==> src/rtl/pipe_ctrl_unit.sv <==
// Pipelined control unit for the 5-stage core: decodes the ID opcode, carries the
// control bits through ID/EX, EX/MEM and MEM/WB, and handles load-use stalls,
// redirect flushes and a global hold.
module pipe_ctrl_unit #(
   parameter int unsigned REG_ADDR_W       = 5,
   parameter bit          ZERO_RD_SUPPRESS = 1'b1,
   parameter bit          LOAD_USE_EN      = 1'b1
) (
   input  logic                  clk,
   input  logic                  rst_n,
   input  logic                  hold,
   input  logic                  id_valid,
   input  logic [6:0]            id_opcode,
   input  logic [REG_ADDR_W-1:0] id_rs1,
   input  logic [REG_ADDR_W-1:0] id_rs2,
   input  logic [REG_ADDR_W-1:0] id_rd,
   input  logic                  ex_redirect,
   output logic                  stall_o,
   output logic                  flush_o,
   output logic                  ex_alu_src,
   output logic                  ex_op_a_pc,
   output logic                  ex_branch,
   output logic                  ex_jump,
   output logic                  ex_illegal,
   output logic [1:0]            ex_alu_op,
   output logic                  ex_mem_read,
   output logic                  ex_mem_write,
   output logic                  ex_mem_to_reg,
   output logic                  ex_reg_write,
   output logic [REG_ADDR_W-1:0] ex_rd,
   output logic                  mem_mem_read,
   output logic                  mem_mem_write,
   output logic                  mem_mem_to_reg,
   output logic                  mem_reg_write,
   output logic [REG_ADDR_W-1:0] mem_rd,
   output logic                  wb_mem_to_reg,
   output logic                  wb_reg_write,
   output logic [REG_ADDR_W-1:0] wb_rd
);

   typedef struct packed {
      logic                  alu_src;
      logic                  op_a_pc;
      logic                  branch;
      logic                  jump;
      logic                  illegal;
      logic [1:0]            alu_op;
      logic                  mem_read;
      logic                  mem_write;
      logic                  mem_to_reg;
      logic                  reg_write;
      logic [REG_ADDR_W-1:0] rd;
   } ex_ctrl_t;

   typedef struct packed {
      logic                  mem_read;
      logic                  mem_write;
      logic                  mem_to_reg;
      logic                  reg_write;
      logic [REG_ADDR_W-1:0] rd;
   } mem_ctrl_t;

   typedef struct packed {
      logic                  mem_to_reg;
      logic                  reg_write;
      logic [REG_ADDR_W-1:0] rd;
   } wb_ctrl_t;

   ex_ctrl_t  dec;
   ex_ctrl_t  ex_d, ex_q;
   mem_ctrl_t mem_q;
   wb_ctrl_t  wb_q;
   logic      uses_rs1, uses_rs2;
   logic      load_use;
   logic      advance;

   // Decode the ID opcode; an invalid slot decodes as an all-zero bubble.
   always_comb begin
      dec      = '0;
      uses_rs1 = 1'b0;
      uses_rs2 = 1'b0;
      if (id_valid) begin
         dec.rd = id_rd;
         case (id_opcode)
            7'b0110011: begin
               dec.reg_write = 1'b1;
               dec.alu_op    = 2'b10;
               uses_rs1      = 1'b1;
               uses_rs2      = 1'b1;
            end
            7'b0010011: begin
               dec.alu_src   = 1'b1;
               dec.reg_write = 1'b1;
               dec.alu_op    = 2'b11;
               uses_rs1      = 1'b1;
            end
            7'b0000011: begin
               dec.alu_src    = 1'b1;
               dec.mem_read   = 1'b1;
               dec.mem_to_reg = 1'b1;
               dec.reg_write  = 1'b1;
               uses_rs1       = 1'b1;
            end
            7'b0100011: begin
               dec.alu_src   = 1'b1;
               dec.mem_write = 1'b1;
               uses_rs1      = 1'b1;
               uses_rs2      = 1'b1;
            end
            7'b1100011: begin
               dec.branch = 1'b1;
               dec.alu_op = 2'b01;
               uses_rs1   = 1'b1;
               uses_rs2   = 1'b1;
            end
            7'b0110111: begin
               dec.alu_src   = 1'b1;
               dec.reg_write = 1'b1;
               dec.alu_op    = 2'b11;
            end
            7'b0010111: begin
               dec.alu_src   = 1'b1;
               dec.op_a_pc   = 1'b1;
               dec.reg_write = 1'b1;
            end
            7'b1101111: begin
               dec.jump      = 1'b1;
               dec.op_a_pc   = 1'b1;
               dec.reg_write = 1'b1;
            end
            7'b1100111: begin
               dec.jump      = 1'b1;
               dec.alu_src   = 1'b1;
               dec.reg_write = 1'b1;
               uses_rs1      = 1'b1;
            end
            default: dec.illegal = 1'b1;
         endcase
         if (ZERO_RD_SUPPRESS && (id_rd == '0)) begin
            dec.reg_write = 1'b0;
         end
      end
   end

   // Hazard detection, stall/flush generation and the ID/EX next value.
   always_comb begin
      load_use = LOAD_USE_EN && id_valid && ex_q.mem_read && (ex_q.rd != '0) &&
                 ((uses_rs1 && (ex_q.rd == id_rs1)) || (uses_rs2 && (ex_q.rd == id_rs2)));
      advance  = rst_n & ~hold;
      flush_o  = advance & ex_redirect;
      // Redirect wins: the dependent instruction is on the wrong path anyway.
      stall_o  = advance & ~ex_redirect & load_use;
      ex_d     = (ex_redirect || load_use) ? '0 : dec;
   end

   // Stage registers: synchronous clear, frozen while hold is high.
   always_ff @(posedge clk) begin
      if (!rst_n) begin
         ex_q  <= '0;
         mem_q <= '0;
         wb_q  <= '0;
      end else if (!hold) begin
         ex_q  <= ex_d;
         mem_q <= '{mem_read:   ex_q.mem_read,
                    mem_write:  ex_q.mem_write,
                    mem_to_reg: ex_q.mem_to_reg,
                    reg_write:  ex_q.reg_write,
                    rd:         ex_q.rd};
         wb_q  <= '{mem_to_reg: mem_q.mem_to_reg,
                    reg_write:  mem_q.reg_write,
                    rd:         mem_q.rd};
      end
   end

   assign ex_alu_src     = ex_q.alu_src;
   assign ex_op_a_pc     = ex_q.op_a_pc;
   assign ex_branch      = ex_q.branch;
   assign ex_jump        = ex_q.jump;
   assign ex_illegal     = ex_q.illegal;
   assign ex_alu_op      = ex_q.alu_op;
   assign ex_mem_read    = ex_q.mem_read;
   assign ex_mem_write   = ex_q.mem_write;
   assign ex_mem_to_reg  = ex_q.mem_to_reg;
   assign ex_reg_write   = ex_q.reg_write;
   assign ex_rd          = ex_q.rd;
   assign mem_mem_read   = mem_q.mem_read;
   assign mem_mem_write  = mem_q.mem_write;
   assign mem_mem_to_reg = mem_q.mem_to_reg;
   assign mem_reg_write  = mem_q.reg_write;
   assign mem_rd         = mem_q.rd;
   assign wb_mem_to_reg  = wb_q.mem_to_reg;
   assign wb_reg_write   = wb_q.reg_write;
   assign wb_rd          = wb_q.rd;

endmodule

==> config.mk <==
export PLATFORM = sky130hd
export DESIGN_NAME = pipe_ctrl_unit
export DESIGN_NICKNAME = d
export VERILOG_FILES = /design/src/rtl/pipe_ctrl_unit.sv
export SDC_FILE = /design/constraint.sdc
export NUM_CORES = 1
export LEC_CHECK = 0
export CAP_MARGIN = 10
export CELL_PAD_IN_SITES_DETAIL_PLACEMENT = 2
export CELL_PAD_IN_SITES_GLOBAL_PLACEMENT = 2
export CORE_ASPECT_RATIO = 0.9
export CORE_UTILIZATION = 24
export DETAILED_ROUTE_END_ITERATION = 7
export GPL_TIMING_DRIVEN = 0
export MAX_ROUTING_LAYER = met4
export PLACE_DENSITY_LB_ADDON = 0.1
export SETUP_SLACK_MARGIN = 0.15
export SKIP_CTS_REPAIR_TIMING = 1
export SLEW_MARGIN = 20
export SYNTH_ARGS = -nofsm -noshare
export SYNTH_HDL_FRONTEND = slang
export SYNTH_SLANG_ARGS = --single-unit
==> constraint.sdc <==
create_clock -name clk -period 1.76 [get_ports clk]
set_input_delay 0.176 -clock clk [delete_from_list [all_inputs] [get_ports clk]]
set_output_delay 0.176 -clock clk [all_outputs]
set_load 0.02 [all_outputs]
==> impl_metrics.json, run 1 <==
{
  "placedInstanceArea_um2": 2150,
  "ys_warn_count": 0,
  "diodes": 0,
  "crit_path_end_kind": "output pin",
  "worstMarginPinSlew_ns": 0.408,
  "postLayoutCellArea_um2": 2340,
  "route.detailed.drc": 1,
  "avgViaCountPerCell": 4.67,
  "globalRouteTotalUtil_pct": 17.3,
  "timing_worst_setup_path_type": "flip-flop to output pin",
  "synth_enable_flop_cells": 0,
  "final_min_period_over_clock_period_pct": 115,
  "syn-mean-instance-area_um2": 9.03,
  "place.detailed.hpwl_um": 4030,
  "clock_latency_ns": 0.27,
  "syn-num-nets": 191,
  "htree_num_levels": 2,
  "clk_path_buf_depth": 2,
  "fp.dieH_um": 76.5,
  "post-route-worst-setup-slack_ns": -0.262,
  "drt_wl_total_um": 5260,
  "synthFlopType": "dfxtp_1",
  "clk_transition_reported_paths_ns": 0.06,
  "totalNegativeSetupSlack_ns": -0.346,
  "filler_cell_count": 625,
  "wl_met1_um": 2290,
  "finalClockSkew_ns": 0.00329,
  "topRoutingLayerUsed": "met4",
  "status": "finished with violations",
  "cts-buffers-inserted": 5,
  "first_iter_violations": 54,
  "grt_pass1_vias": 1546,
  "floorplan.core_area_um2": 5820,
  "synth_top_area_share_pct": 40.6,
  "power.leakage_nw": 0.976,
  "data_arrival_time_at_the_worst_slack_endpoint_ns": 1.85,
  "final_net_count": 261,
  "maxSlewHeadroom_pct": 72.8,
  "tritoncts_clock_tree": "built",
  "final-instance-count-excl-fill": 304,
  "grt_first_pass_wirelength_um": 8340,
  "initial_utilization_pct": 25.4,
  "setup_repair_after_global_routing_missed_its_margin": "yes",
  "hold_path.class": "input pin to flip-flop",
  "worst-path-max-fanout": 5,
  "maximum_number_of_pins_on_one_net_before_global_route_repair": 11,
  "clock_sinks": 30,
  "placement.io_buffers": 58,
  "final_core_util_pct": 40.2,
  "ioPinCount": 61,
  "synth.lib_cells_used.distinct": 36,
  "final_hold_viol_count": 0,
  "timing.final.setup_violations": 11,
  "clk_root_buffer_cell": "clkbuf_8",
  "synth.ff_latch_count": 30,
  "dp_cells": 292,
  "synthMostInstantiatedCell": "dfxtp_1",
  "syn-instance-count": 164,
  "synth_top_cell_by_area": "dfxtp_1",
  "maxClockFrequency_ghz": 0.495,
  "dieWidth_um": 84.8,
  "global_route.overflow_total": 0,
  "drt_pass1_iterations": 6,
  "cell_types_with_the_largest_area_share_after_synthesis": "dfxtp_1 41%, mux2i_1 10%, nor2b_1 6.3%, nand2_1 6.1%, o21ai_2 5.9%",
  "netlist_area_um2": 1480,
  "area_growth_pct": 58.1,
  "finalMaxSlewViolations": 0,
  "seq_area_frac_synth_pct": 40.6,
  "wl_per_cell_um": 17.3,
  "detail-route-antenna-nets": 0,
  "startpoint_type": "flip-flop",
  "post_synth_most_frequent_cells": "30 x dfxtp_1, 24 x nand2_1, 15 x mux2i_1, 15 x nor2b_1, 10 x o21ai_2",
  "grt_antenna_before_repair": 0,
  "core.rowCount": 26,
  "die_area_um2": 6490,
  "synthArstFlopShare_pct": 0,
  "maxCapViolations": 0,
  "met2_wl_post_dr_um": 2770,
  "violations": "DRC, setup timing",
  "gp_routability_congestion": 0.758,
  "via_count": 1421,
  "post-layout-total-power_mw": 1.41,
  "power.density_nw_per_um2": 601,
  "vdd_ir_drop_max_v": 0.000232,
  "drive_above_1_share_pct": 17.9,
  "fin_crit_ns": 2.02,
  "wl_met3_um": 166,
  "cp_data_required_time_ns": 1.58
}
-- worst max-delay path, stage by stage, from the launching register on --
cell     delay, ns
dfxtp_4       0.35
or4_4         0.52
o22a_1        0.23
nand4_1       0.13
a21oi_4       0.06
and2_4        0.16
buf_6         0.12
-- worst paths after layout --
path | cells after the start | endpoint | from | slack (ns)
worst max-delay path | 6 | stall_o | ex_rd[0]$_SDFFE_PN0N_ | -0.26
worst min-delay path | 3 | ex_branch$_SDFFE_PN0N_ | id_opcode[6] | 0.27
worst max register to register | 7 | ex_rd[2]$_SDFFE_PN0N_ | ex_rd[0]$_SDFFE_PN0N_ | -0.02
worst min register to register | 2 | ex_op_a_pc$_SDFFE_PN0N_ | ex_op_a_pc$_SDFFE_PN0N_ | 0.46
-- through the flow --
step / hold slack [ns] / setup WS (ns)
after floorplan: 0.304 / 0.179
after global placement: 0.444 / -0.910
after detailed placement: 0.451 / -0.915
after CTS: 0.238 / -0.943
after global routing: 0.259 / -0.354
final: 0.266 / -0.262
-- logic make-up after synthesis --
| kind of cell | Yosys count | share of synthesized area (%) |
|---|---|---|
| AND/OR/NAND/NOR | 71 | 24.8 |
| AO/OA/AOI/OAI | 26 | 13.5 |
| buffers and inverters | 12 | 5.07 |
| flip-flops | 30 | 40.6 |
| multiplexers | 15 | 10.1 |
| XOR/XNOR | 10 | 5.92 |
-- final cells by class --
type	instances	area, µm²	share of cell area (%)
Inverter	1	3.75	0.160
Clock buffer	7	76.3	3.26
Buffer	11	86.3	3.69
Tap cell	70	87.6	3.74
Multi-Input combinational cell	122	836	35.7
Sequential cell	30	611	26.1
Timing Repair Buffer	63	639	27.3
-- metal layers --
layer / up-vias / global-route usage, %
li1: 701 / -
met1: 685 / 20.5
met2: 33 / 29.4
met3: 2 / 4.33
met4: 0 / 4.07
met5: - / -
-- report_power, final --
group          internal (mW)  switching [mW]
combinational          0.107          0.0948
clock                  0.272           0.241
sequential             0.683         0.00719
total                   1.06           0.343
-- placed cells by master, fill, tap and decap left out, types with 6 or more instances in the layout --
cell type / count
nand2_1: 24
clkdlybuf4s50_1: 49
nor2b_1: 15
dlymetal6s2s_1: 8
buf_4: 10
o21ai_2: 10
nor2_1: 8
mux2i_1: 15
xor2_1: 6
dfxtp_1: 26
No activity file was read; power rests on OpenSTA's default activity.
==> inputs of run 2 (changes only) <==
- CAP_MARGIN: 10 -> 20
- CORE_UTILIZATION: 24 -> 21
- CTS_CLUSTER_SIZE: unset -> 14
- clock period: 1.76 -> 1.85 ns (I/O delays scaled with it)
==> impl_metrics.json, run 2 (synthesized netlist as in run 1, its figures left out) <==
{
  "status": "finished with violations",
  "violations": "setup timing",
  "wl_per_cell_um": 15.5,
  "max_stage_delay_ns": 0.52,
  "drt_pass1_iterations": 4,
  "layout_common_cells": "53 x clkdlybuf4s50_1, 27 x dfxtp_1, 24 x nand2_1",
  "post-layout-total-power_mw": 1.36,
  "maxCapViolations": 0,
  "floorplan.core_area_um2": 6690,
  "finalClockSkew_ns": 0.00565,
  "clk_path_buf_depth": 2,
  "global_route.overflow_total": 0,
  "worstMarginPinSlew_ns": 0.420,
  "final_hold_viol_count": 0,
  "avgViaCountPerCell": 4.38,
  "route.detailed.drc": 0,
  "final-instance-count-excl-fill": 326,
  "place.detailed.hpwl_um": 3960,
  "setup_repair_after_global_routing_missed_its_margin": "yes",
  "power.leakage_nw": 0.938,
  "drt_wl_total_um": 5060,
  "crit_chain": "or4_4, o22a_1, nand4_1, a21oi_4, and2_4, buf_6",
  "area_growth_pct": 64.0,
  "placement.io_buffers": 58,
  "fp.dieH_um": 81.6,
  "initial_utilization_pct": 22.1,
  "tritoncts_clock_tree": "built",
  "detail-route-antenna-nets": 0,
  "totalNegativeSetupSlack_ns": -0.244,
  "clk_root_buffer_cell": "clkbuf_8",
  "maximum_number_of_pins_on_one_net_before_global_route_repair": 11,
  "ioPinCount": 61,
  "finalMaxSlewViolations": 0,
  "drive_above_1_share_pct": 19.9,
  "htree_num_levels": 2,
  "clock_latency_ns": 0.27,
  "worst-path-max-fanout": 3,
  "cp_data_required_time_ns": 1.66,
  "fin_crit_ns": 2.02,
  "vdd_ir_drop_max_v": 0.000291,
  "power.density_nw_per_um2": 560,
  "maxClockFrequency_ghz": 0.495,
  "cell_with_the_largest_stage_delay_on_the_worst_path": "or4_4",
  "timing_worst_setup_path_type": "flip-flop to output pin",
  "core.rowCount": 28,
  "maxSlewHeadroom_pct": 72.0,
  "cts-buffers-inserted": 5,
  "grt_pass1_vias": 1541,
  "dp_cells": 312,
  "diodes": 0,
  "final_core_util_pct": 36.3,
  "crit_path_end_kind": "output pin",
  "timing.hold.ws_ns": 0.238,
  "via_count": 1429,
  "final_net_count": 264,
  "timing.final.setup_violations": 9,
  "ff2ff_setup_slack_ns": -0.02,
  "data_arrival_time_at_the_worst_slack_endpoint_ns": 1.84,
  "globalRouteTotalUtil_pct": 13.8,
  "grt_antenna_before_repair": 0,
  "post-route-worst-setup-slack_ns": -0.171,
  "filler_cell_count": 728,
  "leading_cell_type_in_the_layout_fill_and_taps_excluded": "clkdlybuf4s50_1",
  "dieWidth_um": 90.5,
  "final_min_period_over_clock_period_pct": 109,
  "gp_routability_congestion": 0.794,
  "clock_sinks": 30,
  "first_iter_violations": 35,
  "clk_transition_reported_paths_ns": 0.06,
  "grt_first_pass_wirelength_um": 7670,
  "hold_path.class": "input pin to flip-flop",
  "startpoint_type": "flip-flop",
  "die_area_um2": 7390
}
-- run 2: cell types whose count changed in the layout (fill, tap and decap cells not counted), moves of 2 or more --
cell             previous run  this run
clkdlybuf4s50_1            49        53
dlymetal6s2s_1              8         4
clkbuf_1                    4         2
o21ai_0                     3         1
-- run 2: worst paths after layout --
check,from,end,cells after the start
worst max-delay path,ex_rd[1]$_SDFFE_PN0N_,stall_o,6
worst min-delay path,id_opcode[6],ex_branch$_SDFFE_PN0N_,3
worst max register to register,ex_rd[1]$_SDFFE_PN0N_,ex_alu_src$_SDFFE_PN0N_,8
worst min register to register,ex_branch$_SDFFE_PN0N_,ex_branch$_SDFFE_PN0N_,2
-- run 2: area by class of cell --
type                    count  area [µm²]  share of cell area, %
clock buffers               6        82.6                   3.40
repair buffers             66         677                   27.9
inverters                   1        3.75                  0.155
plain buffers              11        82.6                   3.40
flip-flops and latches     30         609                   25.1
well taps                  90         113                   4.64
multi-input cells         122         860                   35.4
-- run 2: report_power, final --
group / internal [mW] / switching, mW
clock: 0.286 / 0.223
combinational: 0.103 / 0.0904
sequential: 0.650 / 0.00677
-- run 2: stage by stage --
stage | cell area, µm² | setup slack [ns]
2_1_floorplan | 1480 | 0.153
3_3_place_gp | 2170 | -0.882
3_5_place_dp | 2170 | -0.911
4_1_cts | 2260 | -0.930
5_1_grt | 2430 | -0.250
6_report | 2430 | -0.171
-- run 2: critical path, delay by kind of cell (launching register included) --
family,cells,cell delay (ns)
AO/OA/AOI/OAI,2,0.27
buffers and inverters,1,0.12
flip-flops,1,0.34
AND/OR/NAND/NOR,3,0.83
-- run 2: metal layers --
layer  part of all wire (%)  GRT usage, %
met3                    3.9          3.61
met5                      0             -
met1                     46          16.0
met2                     50          24.0
met4                   0.53          3.39
==> edit 1: new RTL, flow settings as in run 1 <==
Reset style: asynchronous (`rst_n`), changed in one clocked block.
--- a/src/rtl/pipe_ctrl_unit.sv
+++ b/src/rtl/pipe_ctrl_unit.sv
@@ -156,3 +156,3 @@
    // Stage registers: synchronous clear, frozen while hold is high.
-   always_ff @(posedge clk) begin
+   always_ff @(posedge clk or negedge rst_n) begin
       if (!rst_n) begin
Behaviour: differs if rst_n is asserted again (counterexample within 4 cycles, from zero or initial values and one cycle with rst_n low); with rst_n held inactive, the same outputs for 10 cycles.
==> edit 1 against run 1 <==
  * The run ends with setup timing left
  * Routed wire length is 2.5% higher
  * Area after synthesis is 4.8% higher
  * Cell area is 8.2% higher
  * First-iteration DRC count is 17% lower
  * Setup slack worse by 0.41 ns
  * Power is 18% higher
  * Sequential cell count stayed put
  * Synthesized cell count is 6.1% lower
  * Highest routed layer unchanged
==> edit 1: results (changes against run 1) <==
drt:
  routedWlPerCell_um: 17.1  # -1.1%
  drt_iter0_markers: 45  # -17%
  drtPass1Iterations: 4  # -2
  viasPerCell: 4.58  # -2.1%
logic_synthesis:
  synth.distinct_cells: 31  # -14%
  syn-num-nets: 181  # -5.2%
  synthFlopType: "dfrtp_1"
  synth_commonest_cells: "dfrtp_1 (30), nand2_1 (26), mux2_2 (15), o21ai_0 (14)"
  synthTopCellsByArea: "dfrtp_1 (48%), mux2_2 (11%), nand2_1 (6.3%)"
critical_path:
  reg2reg_setup_slack_ns: -0.41  # -0.39 ns
  critPathLaunch: "id_opcode[2]"
  slowest_stage: "clkdlybuf4s50_1"
  reg2reg_from: "ex_rd[2]$_DFFE_PN0N_"
place:
  dpl_cell_area_um2: 2230  # +3.4%
  io_buffer_count: 57  # -1.7%
  hpwl_um: 3820  # -5.1%
run_status:
  violations: "setup timing"
  status: "finished, violations left"
layout:
  nMultiInputCombCells: 111  # -9.0%
  multiInputGateArea_um2: 790  # -5.5%
  n_sequential_cell: 30  # unchanged
  nNonClkBuffers: 78  # +5.4%
  fill_cells: 683  # +9.3%
grt:
  track_usage_pct: 16.2  # -1.1 points
  grt_pass1_wl_um: 8050  # -3.4%
timing:
  setup_ws_ns: -0.676  # -0.414 ns
  setup_viol: 14  # +3
  fin_tns_setup_ns: -5.27  # -4.92 ns
  worst_slew_margin_rel_pct: 59.6  # -13 points
pwr:
  p_per_area_nw_per_um2: 656  # +9.2%
worst_hold_path:
  hold_path_end: "wb_rd[3]$_DFFE_PN0N_"
[edit 1: cell count changes in the layout (fill, tap and decap cells not counted), sizes merged, moves of 5 or more]
cell           run 1  this run
clkbuf             9        15
dfrtp              0        30
dfxtp             30         0
mux2               0        15
mux2i             15         0
nand3              3         8
nor2b             15         1
[edit 1: kinds of logic (layout without fill, tap and decap cells)]
group / count (synthesis) / in the layout / synth area share [%]
AND/OR/NAND/NOR: 58 / 58 / 18.2
flip-flops: 30 / 30 / 48.4
AO/OA/AOI/OAI: 28 / 28 / 10.9
multiplexers: 15 / 15 / 10.9
buffers and inverters: 13 / 87 / 5.97
XOR/XNOR: 10 / 10 / 5.64
[edit 1: where the power goes]
group          switching, uW  internal, uW
Combinational            161           174
Clock                    262           315
Sequential              28.5           720
[edit 1: per-layer routing]
metal | GRT usage (%) | routed length (um)
met3 | 4.00 | 281
met1 | 19.5 | 2280
met4 | 5.50 | 89
met2 | 26.4 | 2740
met5 | - | 0
==> edit 2: new RTL, settings of run 1 <==
Made on the original files. Change the parameter `ZERO_RD_SUPPRESS` from 1'b1 to 1'b0.
--- a/src/rtl/pipe_ctrl_unit.sv
+++ b/src/rtl/pipe_ctrl_unit.sv
@@ -5,3 +5,3 @@
    parameter int unsigned REG_ADDR_W       = 5,
-   parameter bit          ZERO_RD_SUPPRESS = 1'b1,
+   parameter bit          ZERO_RD_SUPPRESS = 1'b0,
    parameter bit          LOAD_USE_EN      = 1'b1
Check against the original RTL: not equivalent (a bounded check fails within 4 cycles, from zero or initial values and one cycle with rst_n low).
==> edit 2 against run 1 <==
  * The run ends with setup timing left
  * Non-clock buffer count stayed put
  * Count of clock-buffer cells in the layout unchanged
  * Routed wire length fell by 5.9%
  * Via count rose by 3.6%
  * Register-to-register slack better by 0.10 ns
  * Global-route usage down 1.3 points
  * Setup slack lost 0.012 ns
  * Clock skew is 0.0018 ns higher
  * Utilization fell by 1.6 points
  * Sequential cell count is the same
  * Area after synthesis is 3.2% higher
  * Cell area rose by 1.5%
  * Power increased by 1.0%
==> edit 2: results (changes against run 1) <==
pwr:
  peakVddDrop_v: 0.000289  # +25%
  p_leak_uw: 0.000917  # -6.0%
run_status:
  status: "finished, violations left"
  violations: "setup timing"
floorplan:
  core_um2: 6150  # +5.6%
  initial_core_util_pct: 24.8  # -0.57 points
timing:
  setup_viol: 1  # -10
  worst_slew_margin_rel_pct: 72.6  # -0.22 points
  whs_ns: 0.197  # -0.0683 ns
  setup_ws_ns: -0.273  # -0.0116 ns
logic_synthesis:
  syn-num-nets: 195  # +2.1%
  synth_cells: 168  # +2.4%
  synth.distinct_cells: 31  # -14%
  yosysSeqAreaShare_pct: 39.3  # -1.3 points
  synth_commonest_cells: "dfxtp_1 (30), nand2_1 (28), nor2b_1 (17), mux2i_1 (15)"
  synthTopCellsByArea: "dfxtp_1 (39%), mux2i_1 (9.8%), nor2b_1 (7.0%)"
grt:
  track_usage_pct: 16.0  # -1.3 points
  met2_usage_pct: 26.0  # -3.4 points
  first_global_vias: 1584  # +2.5%
  grt_pass1_wl_um: 8070  # -3.1%
  grt_use_met1_pct: 19.8  # -0.71 points
  grt_use_met3_pct: 3.51  # -0.82 points
layout:
  nets: 263  # +0.77%
  instances_no_fill: 323  # +6.3%
  clkCellAreaFrac_pct: 3.21  # -0.048 points
  nMultiInputCombCells: 123  # +0.82%
  fill_cells: 698  # +12%
  area_share_nonclk_buffers_pct: 30.2  # -0.83 points
  finalInstanceArea_um2: 2370  # +1.5%
  seqCellArea_um2: 616  # +0.82%
drt:
  viasPerCell: 4.56  # -2.5%
  wl_um: 4950  # -5.9%
  wl_met1_um: 2290  # -0.26%
  dr_wl_met2_um: 2420  # -12%
  dr_wl_met3_um: 200  # +20%
  drtPass1Iterations: 4  # -2
worst_hold_path:
  holdCritStartpoint: "id_opcode[2]"
  hold_path_end: "ex_op_a_pc$_SDFFE_PN0N_"
critical_path:
  reg2reg_from: "ex_rd[3]$_SDFFE_PN0N_"
  reg2reg_setup_slack_ns: 0.08  # +0.10 ns
place:
  hpwl_um: 3770  # -6.5%
  gp_congestion: 0.780  # +2.8%
  dpl_cell_area_um2: 2200  # +2.3%
  dp_cells: 311  # +6.5%
  dp_slack_ns: -0.964  # -0.0493 ns
  io_buffer_count: 56  # -3.4%
cts:
  cts_buffers: 5  # unchanged
-- edit 2: changes by cell type in the layout (fill, tap and decap cells not counted), sizes merged, moves of 3 or more --
| cell | run 1 | this run |
|---|---|---|
| xnor2 | 4 | 10 |
| nand2 | 24 | 28 |
| a21oi | 5 | 2 |
| o21ai | 13 | 17 |
| xor2 | 6 | 0 |
| o2111ai | 1 | 4 |
-- edit 2: logic make-up after synthesis --
family                    Yosys count  synth area share [%]
AOI/OAI and AO/OA                  28                  13.6
xor gates and xnor gates           10                  5.73
buffers and inverters              15                  6.55
DFF                                30                  39.3
muxes                              15                  9.83
and+or+nand+nor                    70                  25.0
-- edit 2: worst max-delay path, cell delays in order (launching register included) --
cell and delay (ns):
dfxtp_4 0.36, or4_4 0.54, nor2_4 0.09, nor3b_2 0.05, buf_4 0.16, and4bb_2 0.24, buf_6 0.13
-- edit 2: where the power goes --
part           leakage [uW]  internal [uW]  switching [uW]
logic              0.000632            113            99.9
registers          0.000246            683            8.52
clock network     0.0000383            272             244
total              0.000917           1070             352
